==> config.mk <==
export PLATFORM = sky130hd
export DESIGN_NAME = v810_prefetch
export DESIGN_NICKNAME = d
export VERILOG_FILES = /design/src/rtl/v810_prefetch.sv
export SDC_FILE = /design/constraint.sdc
export NUM_CORES = 1
export LEC_CHECK = 0
export CAP_MARGIN = 20
export CORE_MARGIN = 2
export CORE_UTILIZATION = 50
export DETAILED_ROUTE_END_ITERATION = 8
export PLACE_DENSITY = 0.75
export SYNTH_ARGS = -nofsm -noshare
export SYNTH_HDL_FRONTEND = slang
export SYNTH_SLANG_ARGS = --single-unit
==> constraint.sdc <==
create_clock -name CLK -period 3.8 [get_ports CLK]
set_input_delay 0.57 -clock CLK [delete_from_list [all_inputs] [get_ports CLK]]
set_output_delay 0.57 -clock CLK [all_outputs]
set_load 0.01 [all_outputs]
==> src/rtl/v810_prefetch.sv <==
// V810 instruction prefetch queue: streams sequential halfwords from a one-cycle-latency
// memory into a circular buffer and presents the oldest two halfwords to decode.
module v810_prefetch #(
  parameter int unsigned DEPTH    = 4,
  parameter logic [31:0] RESET_PC = 32'hFFFF_FFF0
) (
  input  logic                       CLK,
  input  logic                       RESn,
  input  logic                       CE,
  output logic [31:0]                IA,
  output logic                       IA_VALID,
  input  logic [15:0]                ID,
  input  logic                       JMP,
  input  logic [31:0]                JMP_PC,
  input  logic [1:0]                 POP,
  output logic [$clog2(DEPTH+1)-1:0] Q_CNT,
  output logic [15:0]                Q_HW0,
  output logic [15:0]                Q_HW1,
  output logic [31:0]                Q_PC
);

  localparam int unsigned PW = (DEPTH > 1) ? $clog2(DEPTH) : 1;
  localparam int unsigned CW = $clog2(DEPTH + 1);

  logic [31:0]   fpc_q, fpc_d;
  logic [31:0]   qpc_q, qpc_d;
  logic          infl_q, infl_d;
  logic [PW-1:0] head_q, head_d;
  logic [PW-1:0] tail_q, tail_d;
  logic [CW-1:0] cnt_q, cnt_d;
  logic [15:0]   fifo_q [DEPTH];

  logic [1:0]    npop;
  logic [1:0]    npop_eff;
  logic          pop_ok;
  logic          issue;
  logic          wr;
  logic [31:0]   occ;
  logic [31:0]   jmp_target;
  logic [PW-1:0] head_nx;
  logic          unused_jmp_lsb;

  assign unused_jmp_lsb = JMP_PC[0];
  assign jmp_target     = {JMP_PC[31:1], 1'b0};

  always_comb begin
    unique case (POP)
      2'b00:   npop = 2'd0;
      2'b01:   npop = 2'd1;
      default: npop = 2'd2;
    endcase
  end

  // A pop that asks for more than is queued is dropped whole, never partially applied.
  assign pop_ok   = (CW'(npop) <= cnt_q);
  assign npop_eff = pop_ok ? npop : 2'd0;

  // Credit counts the fetch in flight and ignores a same-cycle pop.
  assign occ   = 32'(cnt_q) + 32'(infl_q);
  assign issue = RESn & ~JMP & (occ < DEPTH);
  assign wr    = infl_q & ~JMP;

  always_comb begin
    fpc_d  = fpc_q;
    qpc_d  = qpc_q;
    infl_d = infl_q;
    head_d = head_q;
    tail_d = tail_q;
    cnt_d  = cnt_q;
    if (JMP) begin
      fpc_d  = jmp_target;
      qpc_d  = jmp_target;
      infl_d = 1'b0;
      head_d = tail_q;
      cnt_d  = '0;
    end else begin
      infl_d = issue;
      if (issue) begin
        fpc_d = fpc_q + 32'd2;
      end
      if (wr) begin
        tail_d = tail_q + PW'(1);
      end
      head_d = head_q + PW'(npop_eff);
      qpc_d  = qpc_q + {29'd0, npop_eff, 1'b0};
      cnt_d  = cnt_q + CW'(wr) - CW'(npop_eff);
    end
  end

  always_ff @(posedge CLK or negedge RESn) begin
    if (!RESn) begin
      fpc_q  <= RESET_PC;
      qpc_q  <= RESET_PC;
      infl_q <= 1'b0;
      head_q <= '0;
      tail_q <= '0;
      cnt_q  <= '0;
    end else if (CE) begin
      fpc_q  <= fpc_d;
      qpc_q  <= qpc_d;
      infl_q <= infl_d;
      head_q <= head_d;
      tail_q <= tail_d;
      cnt_q  <= cnt_d;
    end
  end

  // Storage needs no reset: reads are masked by the occupancy count.
  always_ff @(posedge CLK) begin
    if (CE && wr) begin
      fifo_q[tail_q] <= ID;
    end
  end

  assign head_nx  = head_q + PW'(1);
  assign IA       = fpc_q;
  assign IA_VALID = issue;
  assign Q_CNT    = cnt_q;
  assign Q_PC     = qpc_q;
  assign Q_HW0    = (cnt_q != '0) ? fifo_q[head_q] : 16'd0;
  assign Q_HW1    = (cnt_q >= CW'(2)) ? fifo_q[head_nx] : 16'd0;

endmodule

; ---- Word level (Yosys, flattened, before mapping)
; Memory sizes are Yosys's and may differ from the RTL's.
; Index checks and enable logic that the tools add are counted.
[word_totals]
output_inout_bits = 100
word_cells = 41
reg_bits = 72
n_memories = 1
ramBits = 64
[classes]
magnitude_cmp = 3
n_reduce_logical = 6
n_bitwise = 4
eq_ne = 1
addsub = 8
n_mux = 12
[mem_list]
columns = name, depth, word_bits, read_ports, rd_clocked_by_memory_dff, wr, line
row1 = fifo_q, 4, 16, 2, 0, 1, 31  ; logic [15:0] fifo_q [DEPTH];
[op_table]
columns = op, count
row1 = $mux 32, 3
row2 = $add 32x2->32 const B, 1
row3 = $add 32x3->32, 1
row4 = $mux 16, 2
row5 = $add 2x1->2 const B, 2
row6 = $add 3x1->4, 1
row7 = $lt 4x3->1 const B, 1
row8 = $mux 2, 2
row9 = $pmux 2 s2, 1
row10 = $add 3x1->3, 1
row11 = $and 1x1->1, 3
row12 = $ge 3x2->1 const B, 1
row13 = $le 2x3->1, 1
row14 = $mux 1, 3
row15 = $mux 3, 1
row16 = $reduce_and 3->1, 1
row17 = $reduce_bool 3->1, 1
row18 = $sub 3x2->3, 1
row19 = $add 2x2->2, 1
row20 = $eq 2x1->1 const B, 1
row21 = $logic_not 2->1, 1
row22 = $reduce_and 2->1, 1
row23 = $reduce_bool 2->1, 1
row24 = $logic_and 1x1->1, 1
row25 = $not 1->1, 1

; ---- Depth between registers and ports, before layout
[logic_depth]
word_depth = 6
ltp_mapped = 14
depth_no_buf = 14

; ---- Least setup slack after synthesis
; OpenSTA, ideal clock, no wires.
[synth_path]
path_type = input to register
start = in POP[1]
end = reg qpc_q[31], in the netlist Q_PC[31]
cell_stages = 12
t_required_ps = 3708
path_slack_ps = 535
t_arrival_ps = 3173
setup_time_ps = 92
n_path_buf = 0
path_cell_list = ha_1 nor2b_1 o21ai_0 nor2b_1 ha_1 fa_1 nand3_1 nor4_2 and4b_1 nand4_1 nand3_1 or3b_2
[synth_between]
elab_chain_len = 6
[synth_lines]
columns = item, line
row1 = "start, declared", 15  ; input logic [1:0] POP,
row2 = $eq 2x1->1 or $logic_not 2->1 (tied branches), 47  ; unique case (POP)
row3 = $pmux 2 s2 *, 47
row4 = $le 2x3->1, 55  ; assign pop_ok = (CW'(npop) <= cnt_q);
row5 = $mux 2 *, 56  ; assign npop_eff = pop_ok ? npop : 2'd0;
row6 = $add 32x3->32 *, 85  ; qpc_d = qpc_q + {29'd0, npop_eff, 1'b0};
row7 = $mux 32 *, 70  ; if (JMP) begin
row8 = "end signal, assigned", 100  ; qpc_q <= qpc_d;
row9 = "end, declared", 26  ; logic [31:0] qpc_q, qpc_d;
; Mark *: on every way between the ends. The rest lies on a longest branch, timed or not.
; A chain may end at the register's enable or synchronous reset.

; ---- Worst setup path after layout
; Same ends and word-level chain as after synthesis.

==> results_tabular.tex <==
\begin{tabular}{lr}
\hline
Metric & Value \\
\hline
\multicolumn{2}{l}{\textbf{Status}} \\
\quad Run status & finished clean \\
\multicolumn{2}{l}{\textbf{Global route}} \\
\quad Aggregate global-route resource usage & between 20\% and 30\% \\
\quad Residual overflow from global routing & 0 \\
\quad Largest net degree at the start of global routing & a little under 70 \\
\quad Wire length of the first global-routing pass & $\sim$33 mm \\
\quad Initial antenna violation count & 0 \\
\quad Number of global-route vias before repair & 6,165 \\
\multicolumn{2}{l}{\textbf{Synth}} \\
\quad Yosys warns & 0 \\
\quad Post-synth EDFFs & 64 \\
\quad Library cell with the highest instance count after synthesis & edfxtp\_1 \\
\quad Most area-hungry cell type in the Yosys netlist & edfxtp\_1 \\
\quad Top cell types by occurrence after synthesis & 64 x edfxtp\_1, 57 x nand2\_1, 56 x dfstp\_2 \\
\quad Share of flip-flops with an asynchronous set or reset after synthesis & around 52\% \\
\quad Proportion of synthesized chip area in sequential cells & about 50\% \\
\quad Flip-flop and latch count after synthesis & about 130 \\
\quad Avg Synthesized Cell Area & 10.98 µm² \\
\quad Yosys top cell area share & roughly a quarter \\
\quad Most instantiated flip-flop cell in the synthesis netlist & edfxtp\_1 \\
\quad Largest cells by area after synthesis & edfxtp\_1 26\%, dfstp\_2 20\%, mux4\_2 9.6\%, dfrtp\_1 4.7\%, nor2b\_1 3.5\% \\
\quad Unique masters post-synth & just over 60 \\
\quad Mapped Area & 0.007497 mm² \\
\quad Post-Syn Instances & just under 700 \\
\multicolumn{2}{l}{\textbf{Power and ir drop}} \\
\quad Lkg Pwr & between 3 and 4 nW \\
\quad Fraction of power consumed by sequential logic & a little over a third \\
\quad Power density relative to cell area & roughly 600 mW/mm² \\
\quad Switching share of total power & between 30\% and 40\% \\
\quad Internal portion of total power & 3.877 mW \\
\quad Total power of the final layout & a little under 6 mW \\
\quad Clock network power share & a little over a quarter \\
\quad Peak supply drop & $\sim$380 µV \\
\quad Switching pwr & 1.938 mW \\
\quad Fraction of power consumed by combinational cells & between 30 and 40\% \\
\multicolumn{2}{l}{\textbf{Clocking}} \\
\quad Later-pin clock latency in the skew report & 430 ps \\
\quad Number of buffers created by CTS & 17 \\
\quad CTS H-tree depth & 4 \\
\quad Clock Tree Root & clkbuf\_16 \\
\quad Clock tree from TritonCTS & built \\
\quad Clock-pin slew on the worst setup and hold paths & 60 ps \\
\quad Maximum clock insertion buffer count & 2 \\
\quad Sink count of the clock tree & roughly 130 \\
\multicolumn{2}{l}{\textbf{Layout}} \\
\quad Fraction of layout cells with a size suffix above 1 & between 10\% and 20\% \\
\quad Number of filler instances in the final layout & roughly 1,100 \\
\quad Area growth syn-to-layout & 30.82\% \\
\quad Net count of the finished layout & roughly 900 \\
\quad N\_diodes & 0 \\
\multicolumn{2}{l}{\textbf{Placed design}} \\
\quad Routability congestion estimate & around 0.87 \\
\quad DP Worst Slack & -148.5 ps \\
\quad Final HPWL from detailed placement & about 15 mm \\
\quad Number of buffers added on ports & 150 \\
\multicolumn{2}{l}{\textbf{Worst hold path}} \\
\quad Classification of the worst-slack hold path & primary input to flip-flop \\
\quad Min-delay src & JMP \\
\multicolumn{2}{l}{\textbf{Die}} \\
\quad Die area & approximately 0.016 mm² \\
\quad Initial cell density of the core & between 50\% and 60\% \\
\quad Num rows & 44 \\
\quad Top-level I/O count & between 150 and 200 \\
\quad Area of the placeable core & 0.01459 mm² \\
\quad Horizontal die dimension & 126.5 µm \\
\quad Floorplan die height & approximately 130 µm \\
\multicolumn{2}{l}{\textbf{Drt}} \\
\quad Detailed-routing iteration count for the pre-antenna-repair pass & 6 \\
\quad Routed wire length & $\sim$21 mm \\
\quad Antenna violation net count after detailed routing & 0 \\
\quad Detailed-route via count & around 6,500 \\
\quad Drt drc & 0 \\
\quad Final routed wire length divided by cell count & approximately 20 µm \\
\quad Detailed-route vias per instance & about 6.3 \\
\quad Starting DRT DRC Count & about 840 \\
\multicolumn{2}{l}{\textbf{Worst setup path}} \\
\quad Endpoint arrival time on the critical path & $\sim$3900 ps \\
\quad Worst stage delay on the critical path & 460 ps \\
\quad Critical Path, Cell by Cell & clkdlybuf4s50\_1, nand2b\_1, ha\_1, a21oi\_1, o21ai\_0, nor2b\_1, ha\_1, fa\_1, nand3\_1, nor4\_2, buf\_4, and4b\_1, nand4\_1, buf\_4, nor3\_1, or3b\_2 \\
\quad Critical path class & primary input to flip-flop \\
\quad CP endpoint kind & flip-flop \\
\quad CP Launch Type & primary input \\
\quad Required arrival time at the worst endpoint & around 4100 ps \\
\quad Start point of the critical path & POP[1] \\
\quad Peak fanout along the critical path & 7 \\
\quad Start of the worst register-to-register path & Q\_CNT[1]\$\_DFFE\_PN0P\_ \\
\quad Slowest cell on the critical path & or3b\_2 \\
\multicolumn{2}{l}{\textbf{Timing}} \\
\quad Post-route setup TNS & 0 ps \\
\quad Final clock skew & 6.746 ps \\
\quad Peak clock frequency supported by timing & 0.2843 GHz \\
\quad RSZ-0062 raised after global routing & no \\
\quad Fin. Hold Viols & 0 \\
\quad Least-Margin Pin Slew & 1057 ps \\
\quad Smallest setup slack after layout & roughly 280 ps \\
\quad Clock period minus worst slack & 3517 ps \\
\quad Pins over their slew limit & 0 \\
\quad Max-slew headroom & 28.53\% \\
\quad Count of final setup violators & 0 \\
\quad Post-route clock period utilization & about 93\% \\
\multicolumn{2}{l}{\textbf{Job}} \\
\quad Count of maximum capacitance violations & 0 \\
\hline
\end{tabular}
[power groups by stage]
| stage | Clock (mW) | Combinational [mW] | Sequential (mW) |
|---|---|---|---|
| 2_1_floorplan | 0 | 1.20 | 2.03 |
| 3_3_place_gp | 0 | 2.10 | 2.12 |
| 3_5_place_dp | 0 | 2.16 | 2.14 |
| 4_1_cts | 1.55 | 2.17 | 2.12 |
| 5_1_grt | 1.61 | 2.31 | 2.17 |
| 6_report | 1.53 | 2.16 | 2.12 |
[worst paths after layout]
kind | depth (start not counted) | end | slack [ps]
max | 16 | Q_PC[31]$_DFFE_PN1P_ | 280
min reg2reg | 2 | IA[11]$_DFFE_PN1P_ | 520
min | 2 | Q_CNT[2]$_DFFE_PN0P_ | 500
min in group asynchronous | 2 | Q_CNT[2]$_DFFE_PN0P_ | 540
max reg2reg | 14 | Q_PC[31]$_DFFE_PN1P_ | 320
max in group asynchronous | 3 | head_q[1]$_DFFE_PN0P_ | 2180
[metrics by stage]
step	instance area [µm²]	util, %	hold WS, ps	instances
floorplan	7501	-	274.4	684
global placement	9245	63.37	395.1	1002
detailed placement	9245	63.37	397.6	1002
CTS	9808	67.23	484.9	1035
global route	9808	67.23	531.1	1035
finish	9808	67.23	495.2	1035
[cells in the final DEF (no fill, tap or decap), drive strengths merged, types with 3 or more instances in the layout]
master,count
clkdlybuf4s50,147
edfxtp,64
nand2,57
dfstp,56
a21oi,50
nor2b,42
nor2,41
nand3,36
mux4,32
o21ai,32
o22ai,31
buf,29
inv,23
nand4,22
mux2i,22
clkbuf,18
and3,14
dfrtp,14
ha,13
nor3,12
and4,8
or3,7
nor4,7
a22oi,5
clkinv,5
a21o,4
a211oi,4
o211ai,4
and2,4
or4,4
nand2b,3
xnor2,3
a311oi,3
a31o,3
mux2,3
clkinvlp,3
a22o,3
[critical path: cells and delay by family]
family	cells	cell delay, ps
simple gates	8	1450
buf+inv	3	740
fa+ha+maj	3	870
compound gates	2	240
[kinds of logic after synthesis]
logic type | synth area share (%)
compound gates | 12.27
flops | 49.93
buf+inv | 3.171
xor+xnor | 0.4674
other cells | 0.05002
mux | 13.00
fa+ha+maj | 2.704
simple gates | 18.41
[repair_timing]
item / 4_1_cts / 5_1_grt
resized for setup: 0 / 0
setup buffers: 0 / 0
endpoints found under the hold margin: 3 / 0
hold buffers: 1 / 0
[sequential cells by signal, summed over array words and instances, names as in the netlist]
signal,cells
fifo_q,64
IA,31
Q_PC,31
Q_CNT,3
head_q,2
tail_q,2
infl_q,1
[routing by layer]
metal / part of all wire (%) / track usage (%) / up-vias
met4: 2.0 / 7.822 / 0
met1: 40 / 35.82 / 3193
met5: 0 / 0 / -
met2: 48 / 42.37 / 372
met3: 9.8 / 6.284 / 47
li1: - / - / 2921
[area by class of cell]
class / instances / area (µm²) / share of cell area [%]
Multi-Input combinational cell: 491 / 3525 / 35.94
Clock buffer: 18 / 439.2 / 4.478
Sequential cell: 134 / 3745 / 38.18
Timing Repair Buffer: 177 / 1692 / 17.25
Inverter: 17 / 63.81 / 0.6506
Tap cell: 184 / 230.2 / 2.347
Clock inverter: 14 / 113.9 / 1.161
No activity file was read; power rests on OpenSTA's default activity.
